### src/rtl/full_adder.sv
// Purpose: parameterisable ripple-carry adder {Cout,Sum} = A + B + Cin, with a registered copy and sticky carry status.
// Latency: Sum/Cout/Ovf are combinational (0 cycles); Sum_q/Cout_q/Ovf_q/carry_seen/carry_cnt update 1 cycle later.
// Backpressure: none; operands may change at any time and only the values present at a rising clk edge are captured.
//
// Ports:
//   clk        rising-edge clock for the registered outputs
//   rst        asynchronous active-high reset of all registered outputs
//   A, B       WIDTH-bit operands
//   Cin        carry into bit 0
//   Sum        combinational sum bits (low WIDTH bits of A+B+Cin)
//   Cout       combinational carry out of the MSB
//   Ovf        combinational two's-complement overflow (0 when SIGNED_OVF=0)
//   Sum_q      Sum captured on the last rising edge
//   Cout_q     Cout captured on the last rising edge
//   Ovf_q      Ovf captured on the last rising edge
//   carry_seen sticky: set by any rising edge that sees Cout=1
//   carry_cnt  number of rising edges that saw Cout=1, saturating at 16'hFFFF
module full_adder #(
    parameter int WIDTH      = 1,
    parameter bit SIGNED_OVF = 1'b1
) (
    input  logic             clk,
    input  logic             rst,
    input  logic [WIDTH-1:0] A,
    input  logic [WIDTH-1:0] B,
    input  logic             Cin,
    output logic [WIDTH-1:0] Sum,
    output logic             Cout,
    output logic             Ovf,
    output logic [WIDTH-1:0] Sum_q,
    output logic             Cout_q,
    output logic             Ovf_q,
    output logic             carry_seen,
    output logic [15:0]      carry_cnt
);

    localparam logic [15:0] CNT_MAX = 16'hFFFF;

    // Explicit ripple chain. Each bit keeps its own carry-in/carry-out nets
    // inside its generate scope so the chain is a plain sequence of cells
    // rather than a vector that feeds back into itself.
    genvar i;
    for (i = 0; i < WIDTH; i++) begin : g_bit
        logic ci;
        logic co;

        if (i == 0) begin : g_lsb
            assign ci = Cin;
        end else begin : g_link
            assign ci = g_bit[i-1].co;
        end

        assign Sum[i] = A[i] ^ B[i] ^ ci;
        assign co     = (A[i] & B[i]) | (A[i] & ci) | (B[i] & ci);
    end

    assign Cout = g_bit[WIDTH-1].co;

    // Signed overflow is the disagreement between the carry into and out of
    // the sign bit. For WIDTH=1 the carry into the MSB is Cin itself.
    if (SIGNED_OVF) begin : g_ovf
        assign Ovf = g_bit[WIDTH-1].ci ^ g_bit[WIDTH-1].co;
    end else begin : g_no_ovf
        assign Ovf = 1'b0;
    end

    // Pipeline copy and carry statistics. Reset is asynchronous and takes
    // priority over a coincident clock edge.
    always_ff @(posedge clk or posedge rst) begin
        if (rst) begin
            Sum_q      <= '0;
            Cout_q     <= 1'b0;
            Ovf_q      <= 1'b0;
            carry_seen <= 1'b0;
            carry_cnt  <= '0;
        end else begin
            Sum_q  <= Sum;
            Cout_q <= Cout;
            Ovf_q  <= Ovf;
            if (Cout) begin
                carry_seen <= 1'b1;
                // Saturate rather than wrap so a long run never reads as few carries.
                if (carry_cnt != CNT_MAX) begin
                    carry_cnt <= carry_cnt + 16'd1;
                end
            end
        end
    end

endmodule

### config.mk
export PLATFORM = sky130hd
export DESIGN_NAME = full_adder
export DESIGN_NICKNAME = d
export VERILOG_FILES = /design/src/rtl/full_adder.sv
export SDC_FILE = /design/constraint.sdc
export NUM_CORES = 1
export LEC_CHECK = 0
export ABC_CLOCK_PERIOD_IN_PS = 1730
export CAP_MARGIN = 15
export CORE_MARGIN = 2
export CORE_UTILIZATION = 35
export CTS_CLUSTER_DIAMETER = 80
export DETAILED_ROUTE_END_ITERATION = 12
export MAX_ROUTING_LAYER = met4
export PLACE_DENSITY_LB_ADDON = 0.15
export SLEW_MARGIN = 20
export SYNTH_ARGS = -nofsm -noshare
export SYNTH_HDL_FRONTEND = slang
export SYNTH_SLANG_ARGS = --single-unit
### constraint.sdc
create_clock -name clk -period 1.73 [get_ports clk]
set_input_delay 0.2595 -clock clk [delete_from_list [all_inputs] [get_ports clk]]
set_output_delay 0.2595 -clock clk [all_outputs]
set_load 0.05 [all_outputs]
==> metrics <==
final setup fails 0; most common flop cell mapped by yosys dfrtp_1; Antenna Violating Nets Remaining 0; post-detail-place hpwl 1720 um; die width 58.2 um; core box area 2780 um2; Least-Margin Pin Slew 502 ps; WP buf/inv 1; Die Area 3380 um2; syn nets 93; asr flop ratio synth 100%; share of cells above drive strength 1 51.5%; EDFF count, synth 0; largest net degree at the start of global routing 21; IO Port Bufs 27; Worst EP arrival 1430 ps; CTS tree yes; filler cell count 250; Die Span Y 58.2 um; Fin Clk Skew 3.70 ps; TritonCTS Buffers 3; Cell Area, Synth 1030 um2; global placement routability congestion 0.783; post-route insts no fill 161; Layout Nets 138; number of cells produced by synthesis 86; Netlist cell types 34; clock transition at the registers of the reported paths 110 ps; placed cells 155; Worst Slack Setup Final 39.8 ps; area delta synth->final 46.8%; yosys warns 0; total gr overflow 0; Required @ worst endpoint 1470 ps; status finished, final reports clean; number of clock sinks 20; WL/cell 13.9 um; Period Utilization, post-route 97.7%; share of the synthesized area in the top cell type 48.7%; Tmin final 1690 ps; vias in the first global route 840; cell family with most CP delay buffers and inverters; CP Max Fanout 1; IO Count 28; row count 19; Worst VDD drop 0.947 mV; Worst setup SP type register; worst min path class primary input to asynchronous set/reset pin; # diodes 0; Seq cells post-synth 20; Max Buffers Root-to-Sink 2; RSZ-0062 raised after global routing false; ranking of synthesized cells by area dfrtp_1, xor2_1, nand4_4; relative slew slack 66.5%; Leak 0.687 nW; # DRC 0; vias per cell 5.27; critical-path cell list clkdlybuf4s50_1; final wirelength 2240 um; total of max-cap violations 0; Critical Path Max Stage Delay 790 ps; average size of a mapped cell 11.9 um2; global-route wire length before repair 3820 um; initial drt markers 25; H-tree lvl count 1; root cell of the clock tree clkbuf_4; Design Area, Final 1510 um2; worst skew pair latency 300 ps; GRT Util Overall 15.6%; Initial DRT Pass Iterations 4; Seq/Total Area, Yosys 48.7%; CP Class register to output port; detailed-route via count 848; hold slack final 265 ps; pwr dens 1130 nW/um2; antenna violations before repair 0; Synth area leader dfrtp_1; Final Hold Vio Count 0; placed inst area 1470 um2; Post-Place Worst Slack -289 ps; commonest non-fill, non-tap cells in the layout buf_4, dfrtp_2, nand2_1, nand3_1, dfrtp_1; fmax 592 MHz; Setup crit end kind output port; critical path's slowest cell clkdlybuf4s50_1; max-slew violations 0; most common cell after layout, fill and taps aside buf_4; Starting Density 36.9%
-- metal layers --
| metal | up-vias | GRT usage (%) | wire (um) |
|---|---|---|---|
| li1 | 403 | - | - |
| met2 | 18 | 23.5 | 1090 |
| met1 | 423 | 20.4 | 1020 |
| met4 | 0 | 8.31 | 40 |
| met3 | 4 | 2.23 | 99 |
| met5 | - | - | 0 |
-- path summary, 6_finish.rpt --
path	cells past startpoint	from	slack (ps)	endpoint
min in group clk	3	Cin	460	Ovf_q
max in group asynchronous	3	rst	1230	carry_cnt[13]
max reg2reg	4	carry_cnt[12]	190	carry_cnt[1]
max	1	Ovf_q	40	Ovf_q
min	3	rst	260	carry_cnt[10]
min reg2reg	1	carry_seen	480	carry_seen
-- cell usage after synthesis, types with 2 or more instances --
| cell | n |
|---|---|
| nand4_1 | 2 |
| nand4_4 | 2 |
| nor2_1 | 4 |
| o21ai_0 | 3 |
| nor4_1 | 2 |
| nand3_1 | 7 |
| nor3_1 | 2 |
| nand2_1 | 6 |
| nand4b_1 | 2 |
| inv_1 | 3 |
| xnor2_1 | 4 |
| a21oi_1 | 4 |
| xor2_1 | 5 |
| dfrtp_1 | 20 |
-- area by class of cell --
type	count	area (um2)	share of cell area (%)
clock buffers	4	26.3	1.74
repair buffers	41	364	24.1
inverters	3	11.3	0.747
well taps	31	38.8	2.57
flip-flops and latches	20	519	34.4
multi-input cells	62	548	36.3
-- metrics by stage --
step	total power [mW]	TNS [ps]	util [%]
3_3_place_gp	1.47	-2310	52.7
5_1_grt	1.80	0	54.2
2_1_floorplan	1.21	-39.1	-
3_5_place_dp	1.49	-2870	52.7
4_1_cts	1.72	0	54.1
6_report	1.71	0	54.2
-- registers in the layout (all words and copies together) (netlist names) --
register and flops:
Ovf_q 1, Sum_q 1, carry_seen 1, carry_cnt 16, Cout_q 1
-- what timing repair did --
item,in CTS,in global routing
pin swaps,2,0
resized for setup,5,1
hold buffers,0,0
setup buffers,2,0
cloned,0,0
setup endpoints to repair,4,1
-- cell families (layout without fill, tap and decap cells) --
| family | count (synthesis) | count (layout) | synth area share [%] |
|---|---|---|---|
| xor+xnor | 9 | 9 | 7.67 |
| mux | 4 | 4 | 4.63 |
| flops | 20 | 20 | 48.7 |
| fa+ha+maj | 2 | 2 | 3.17 |
| simple gates | 36 | 36 | 27.0 |
| buf+inv | 4 | 48 | 2.44 |
| compound gates | 11 | 11 | 6.33 |
-- report_power, final --
group	leakage (nW)	total, mW	switching, mW	internal (mW)
clock network	0.0150	0.234	0.144	0.0898
registers	0.231	0.710	0.148	0.563
logic	0.441	0.763	0.472	0.290
total	0.687	1.71	0.764	0.943
Note: power is estimated with default switching activity, not from simulation.
==> edit 1: new RTL, same settings <==
The output `Cout_q` loses its register stage (`Cout_q` becomes a continuous assignment). Comments in the files are not updated.
--- a/src/rtl/full_adder.sv
+++ b/src/rtl/full_adder.sv
@@ -69,13 +69,11 @@
     always_ff @(posedge clk or posedge rst) begin
         if (rst) begin
             Sum_q      <= '0;
-            Cout_q     <= 1'b0;
             Ovf_q      <= 1'b0;
             carry_seen <= 1'b0;
             carry_cnt  <= '0;
         end else begin
             Sum_q  <= Sum;
-            Cout_q <= Cout;
             Ovf_q  <= Ovf;
             if (Cout) begin
                 carry_seen <= 1'b1;
@@ -87,5 +85,7 @@
         end
     end
 
+    assign Cout_q = Cout;
+
 endmodule
 
Behaviour: not the same (a bounded check fails within 4 cycles, from zero or initial values and one cycle with rst high).
==> edit 1 against the unedited design <==
  * Design area decreased by 1.9%
  * Worst setup slack improved by 48 ps
  * Routed wire length down 2.2%
  * Clock skew about the same
  * Synthesized area shrank 1.7%
  * Total power shrank 2.0%
  * Worst hold slack got worse by 6.4 ps
  * Sequential cell count down 1
  * Critical path type is now input pin to output pin
  * Highest routed layer unchanged
==> edit 1: results (changes against the unedited design) <==
stage;metric;value;unit;change
run_status;status;finished clean;;
placement;Detailed Place HPWL;1.71;mm;-0.91%
detailed_routing;via count;816;;-3.8%
detailed_routing;wl on met1;954;um;-6.4%
synthesis;number of synthesis warnings;0;;unchanged
synthesis;Syn Nets;93;;unchanged
synthesis;Post-Syn Instances;86;;unchanged
synthesis;post-synthesis sequential area ratio;0.471;;-0.0163
placement;placed inst area;1440;sq um;-1.5%
setup_path;Worst R2R Start;carry_cnt[12]$_DFFE_PP0P_;;
detailed_routing;final wirelength;2.19;mm;-2.2%
synthesis;Commonest cells post-synth;19 x dfrtp_1, 7 x nand3_1, 6 x nand2_1;;
global_route;largest net degree at the start of global routing;20;;-4.8%
finish;max reg flops;16;;unchanged
timing;Slew HR;0.657;;-0.00759
finish;filler cell count in the final layout;238;;-4.8%
finish;Finished Layout Cells;158;;-1.9%
finish;Layout area overhead;46.5;%;
placement;GPL Wtd Cong;0.808;;+3.2%
power_and_ir_drop;internal power;0.913;mW;-3.2%
power_and_ir_drop;P_leak;0.680;nW;-0.95%
finish;NumNets Final;135;;-2.2%
synthesis;top-area cell type share of the netlist area;0.471;;-0.0163
finish;layout cells sized above 1;0.528;;+0.0122
global_route;global-route wire length before repair;3.83;mm;+0.37%
setup_path;CP Data Arrival Time;1380;ps;-50 ps
placement;Placed Cells;153;;-1.3%
detailed_routing;routed wl met2;1.10;mm;+1.1%
setup_path;r2r worst-path depth;4;;unchanged
detailed_routing;DRC violation total after the first TritonRoute iteration;16;;-36%
clock_network;CTS root buffer;clkbuf_4;;
timing;skew final;3.26;ps;-0.433 ps
setup_path;Critical Path End;Ovf;;
clock_network;CTS Buf Count;3;;unchanged
timing;maximum clock rate;609;MHz;+2.9%
placement;Setup WS pre-CTS;-258;ps;+31.0 ps
global_route;total track usage;0.153;;-0.00312
setup_path;setup slack, reg-to-reg;170;ps;-20 ps
min_path;HP Class;input pin to async pin;;
global_route;vias in the first global route;887;;+5.6%
global_route;initial antenna violation count;0;;unchanged
synthesis;fraction of registers with async set/reset;1.00;;unchanged
clock_network;Max Root-Sink Buffers;2;;unchanged
setup_path;crit-path max FO;2;;+1
detailed_routing;Routed met3 length;101;um;+2.0%
synthesis;Unique masters post-synth;35;;+2.9%
setup_path;Critical path origin;A;;
synthesis;largest cells by area after synthesis;dfrtp_1 47%, xor2_1 4.3%, nand4_4 4.2%;;
power_and_ir_drop;maximum VDD drop;1.26;mV;+33%
[edit 1: cell count changes in the layout (fill, tap and decap cells not counted)]
cell,unedited run,this run
buf_4,30,29
clkdlybuf4s50_1,2,1
buf_12,3,4
buf_6,1,0
clkbuf_1,1,0
dfrtp_1,5,4
dlymetal6s2s_1,1,2
dlygate4sd2_1,4,3
clkinv_2,0,1
[edit 1: routing by layer]
layer	vias up	track usage
met5	-	-
met4	0	0.0731
met3	5	0.0223
met2	25	0.261
met1	392	0.176
li1	394	-
[edit 1: cells by family after synthesis]
| logic type | count (synthesis) | synth area share |
|---|---|---|
| flip-flops | 19 | 0.471 |
| buffers and inverters | 5 | 0.0322 |
| multiplexers | 4 | 0.0471 |
| AO/OA/AOI/OAI | 11 | 0.0644 |
| adder cells (fa/ha/maj) | 2 | 0.0322 |
| AND/OR/NAND/NOR | 36 | 0.275 |
| XOR/XNOR | 9 | 0.0781 |
[edit 1: final cells by class]
class,count,area share
clock inverter,1,0.00338
multi-input combinational,62,0.371
inverter,3,0.00761
sequential,19,0.334
clock buffer,3,0.0152
tap,31,0.0262
timing repair buffer,39,0.243
[edit 1: power by group through the flow]
stage               registers, mW  clock network, mW  logic, mW
floorplan                   0.948                  0      0.242
global placement            0.698                  0      0.761
detailed placement          0.700                  0      0.766
CTS                         0.690              0.237      0.766
global route                0.709              0.260      0.812
finish                      0.689              0.229      0.755
[edit 1: stage by stage]
stage	power (mW)	setup TNS, ps
final	1.67	0
after global placement	1.46	-2290
after global routing	1.78	0
after CTS	1.69	0
after detailed placement	1.47	-2760
after floorplan	1.19	-41.5
[edit 1: repair_timing]
item	in CTS	in global routing
endpoints found under the setup margin	4	2
pin swaps	2	0
endpoints found under the hold margin	0	0
buffers inserted	1	0
gates cloned	0	0
hold buffers	0	0
gates resized for setup	3	2
[edit 1: worst min-delay path by stage]
| stage | endpoint | slack [ps] | cells after the start |
|---|---|---|---|
| after floorplan | Ovf_q$_DFF_PP0_ | 210 | 1 |
| after CTS | carry_seen$_DFFE_PP0P_ | 260 | 3 |
| final | carry_seen$_DFFE_PP0P_ | 260 | 3 |
| after global placement | carry_seen$_DFFE_PP0P_ | 460 | 1 |
| after detailed placement | carry_seen$_DFFE_PP0P_ | 460 | 1 |
| after global routing | carry_seen$_DFFE_PP0P_ | 300 | 3 |
[edit 1: worst max-delay path, stage by stage]
cell,delay (ps)
dlygate4sd2_1,250
fa_2,400
buf_4,160
xor2_4,160
buf_12,150
==> edit 2: new RTL, config.mk and constraints unchanged <==
Made on the original files. The parameter `SIGNED_OVF` goes from 1'b1 to 1'b0.
--- a/src/rtl/full_adder.sv
+++ b/src/rtl/full_adder.sv
@@ -17,7 +17,7 @@
 //   carry_cnt  number of rising edges that saw Cout=1, saturating at 16'hFFFF
 module full_adder #(
     parameter int WIDTH      = 1,
-    parameter bit SIGNED_OVF = 1'b1
+    parameter bit SIGNED_OVF = 1'b0
 ) (
     input  logic             clk,
     input  logic             rst,
Behaviour: not the same (Yosys sat finds a counterexample within 4 cycles, from zero or initial values and one cycle with rst high).
==> edit 2 against the unedited design <==
  * Register-to-register slack worse by 130 ps
  * Clock skew down 0.82 ps
  * Cell count down 11%
  * Maximum frequency up 0.31%
  * Design area down 14%
  * Non-clock buffer count down 8
  * Highest routed layer unchanged
  * Worst setup slack better by 5.2 ps
  * Routed wire length down 16%
  * Sequential cell count down 1
  * Synthesized area down 11%
  * Synthesized cell count down 9.3%
  * Largest cell class is now registers
  * Total power down 3.2%
==> edit 2: results (changes against the unedited design) <==
stage;metric;value;unit;change
setup_path;crit-path max FO;2;;+1
global_route;total track usage;0.141;;-0.0151
placement;Detailed Place HPWL;1.42;mm;-17%
clock_network;hold buffers post-CTS;0;;unchanged
min_path;HP Class;input pin to async pin;;
clock_network;clock slew at reported path FFs;100;ps;
global_route;initial antenna violation count;0;;unchanged
clock_network;clk_lat worst skew;290;ps;
clock_network;Max Root-Sink Buffers;2;;unchanged
global_route;global-route wire length before repair;2.95;mm;-23%
timing;Worst-Margin Slew;499;ps;-2.42 ps
synthesis;Unique masters post-synth;26;;-24%
detailed_routing;DRC violation total after the first TritonRoute iteration;6;;-76%
finish;Most flops, register;carry_cnt;;
finish;filler cell count in the final layout;227;;-9.2%
placement;placed inst area;1250;sq um;-15%
detailed_routing;DR vias/cell;4.92;;-6.5%
setup_path;Critical path origin;B;;
detailed_routing;routed len/inst;13.0;um;-6.6%
synthesis;number of synthesis warnings;0;;unchanged
synthesis;fraction of registers with async set/reset;1.00;;unchanged
power_and_ir_drop;maximum VDD drop;1.09;mV;+15%
power_and_ir_drop;clk pwr;0.219;mW;-6%
clock_network;CTS H-tree lvls;1;;unchanged
setup_path;CP Data Arrival Time;1430;ps;about the same
setup_path;Worst R2R Start;carry_cnt[1]$_DFFE_PP0P_;;
setup_path;CP peak stage delay;590;ps;-200 ps
finish;Ant. Diodes;0;;unchanged
placement;Setup WS pre-CTS;-276;ps;+13.2 ps
synthesis;post-synthesis sequential area ratio;0.520;;+0.0326
run_status;status;finished clean;;
synthesis;Commonest cells post-synth;19 x dfrtp_1, 11 x nand3_1, 6 x xnor2_1;;
setup_path;crit start category;input pin;;
power_and_ir_drop;sw power;0.748;mW;-2.0%
placement;GPL Wtd Cong;0.734;;-6.2%
power_and_ir_drop;clock power share;0.132;;-0.005
detailed_routing;first-pass detailed-route iteration total;4;;unchanged
setup_path;CP top delay family;adder cells;;
clock_network;CTS Buf Count;3;;unchanged
global_route;largest net degree at the start of global routing;20;;-4.8%
finish;max reg flops;16;;unchanged
synthesis;largest cells by area after synthesis;dfrtp_1 52%, nand3_1 6.0%, xnor2_1 5.7%;;
finish;layout cells sized above 1;0.491;;-0.0242
setup_path;Worst path slowest cell;fa_2;;
placement;I/O Buffers;25;;-7.4%
power_and_ir_drop;comb pwr;0.745;mW;-2%
clock_network;CTS root buffer;clkbuf_4;;
timing;skew final;2.88;ps;-0.820 ps
global_route;vias in the first global route;653;;-22%
power_and_ir_drop;P_leak;0.583;nW;-15%
finish;NumNets Final;122;;-12%
-- edit 2: worst paths after layout --
path	to	slack [ps]	depth (start not counted)
setup reg to reg	carry_cnt[1]$_DFFE_PP0P_	60	5
hold reg to reg	carry_seen$_DFFE_PP0P_	490	1
hold / removal	carry_cnt[6]$_DFFE_PP0P_	280	3
min in group clk	Sum_q$_DFF_PP0_	390	2
max in group asynchronous	carry_cnt[0]$_DFFE_PP0P_	1230	3
setup / recovery	Sum	50	3
-- edit 2: worst register-to-register path: cells and delay by family (launching register included) --
kind | cells | cell delay (ps)
DFF | 1 | 430
muxes | 1 | 290
AOI/OAI and AO/OA | 1 | 330
adders and majority gates | 1 | 180
and+or+nand+nor | 1 | 150
buffers and inverters | 1 | 190
-- edit 2: layout make-up --
type | instances | area [sq um] | share of cell area
multi-input combinational | 56 | 445 | 0.344
sequential | 19 | 495 | 0.382
inverter | 2 | 7.51 | 0.00579
timing repair buffer | 33 | 284 | 0.219
clock buffer | 4 | 26.3 | 0.0203
tap | 30 | 37.5 | 0.0290
-- edit 2: logic make-up after synthesis --
family / synth area share
simple gates: 0.218
flops: 0.520
xor+xnor: 0.105
compound gates: 0.0766
buf+inv: 0.0246
fa+ha+maj: 0.0356
other cells: 0.00410
mux: 0.0164
-- edit 2: routing by layer --
metal	up-vias	track usage	wire length (um)
met5	-	-	0
met2	18	0.218	860
li1	350	-	-
met3	2	0.0323	106
met4	0	0.0610	15
met1	339	0.178	893
-- edit 2: metrics by stage --
stage,utilization,instances
detailed placement,0.504,139
CTS,0.514,143
floorplan,-,79
global placement,0.504,139
finish,0.523,144
global route,0.523,144
-- edit 2: timing repair --
item | 4_1_cts | 5_1_grt
endpoints found under the setup margin | 0 | 5
resized for setup | 0 | 4
buffers inserted | 0 | 1
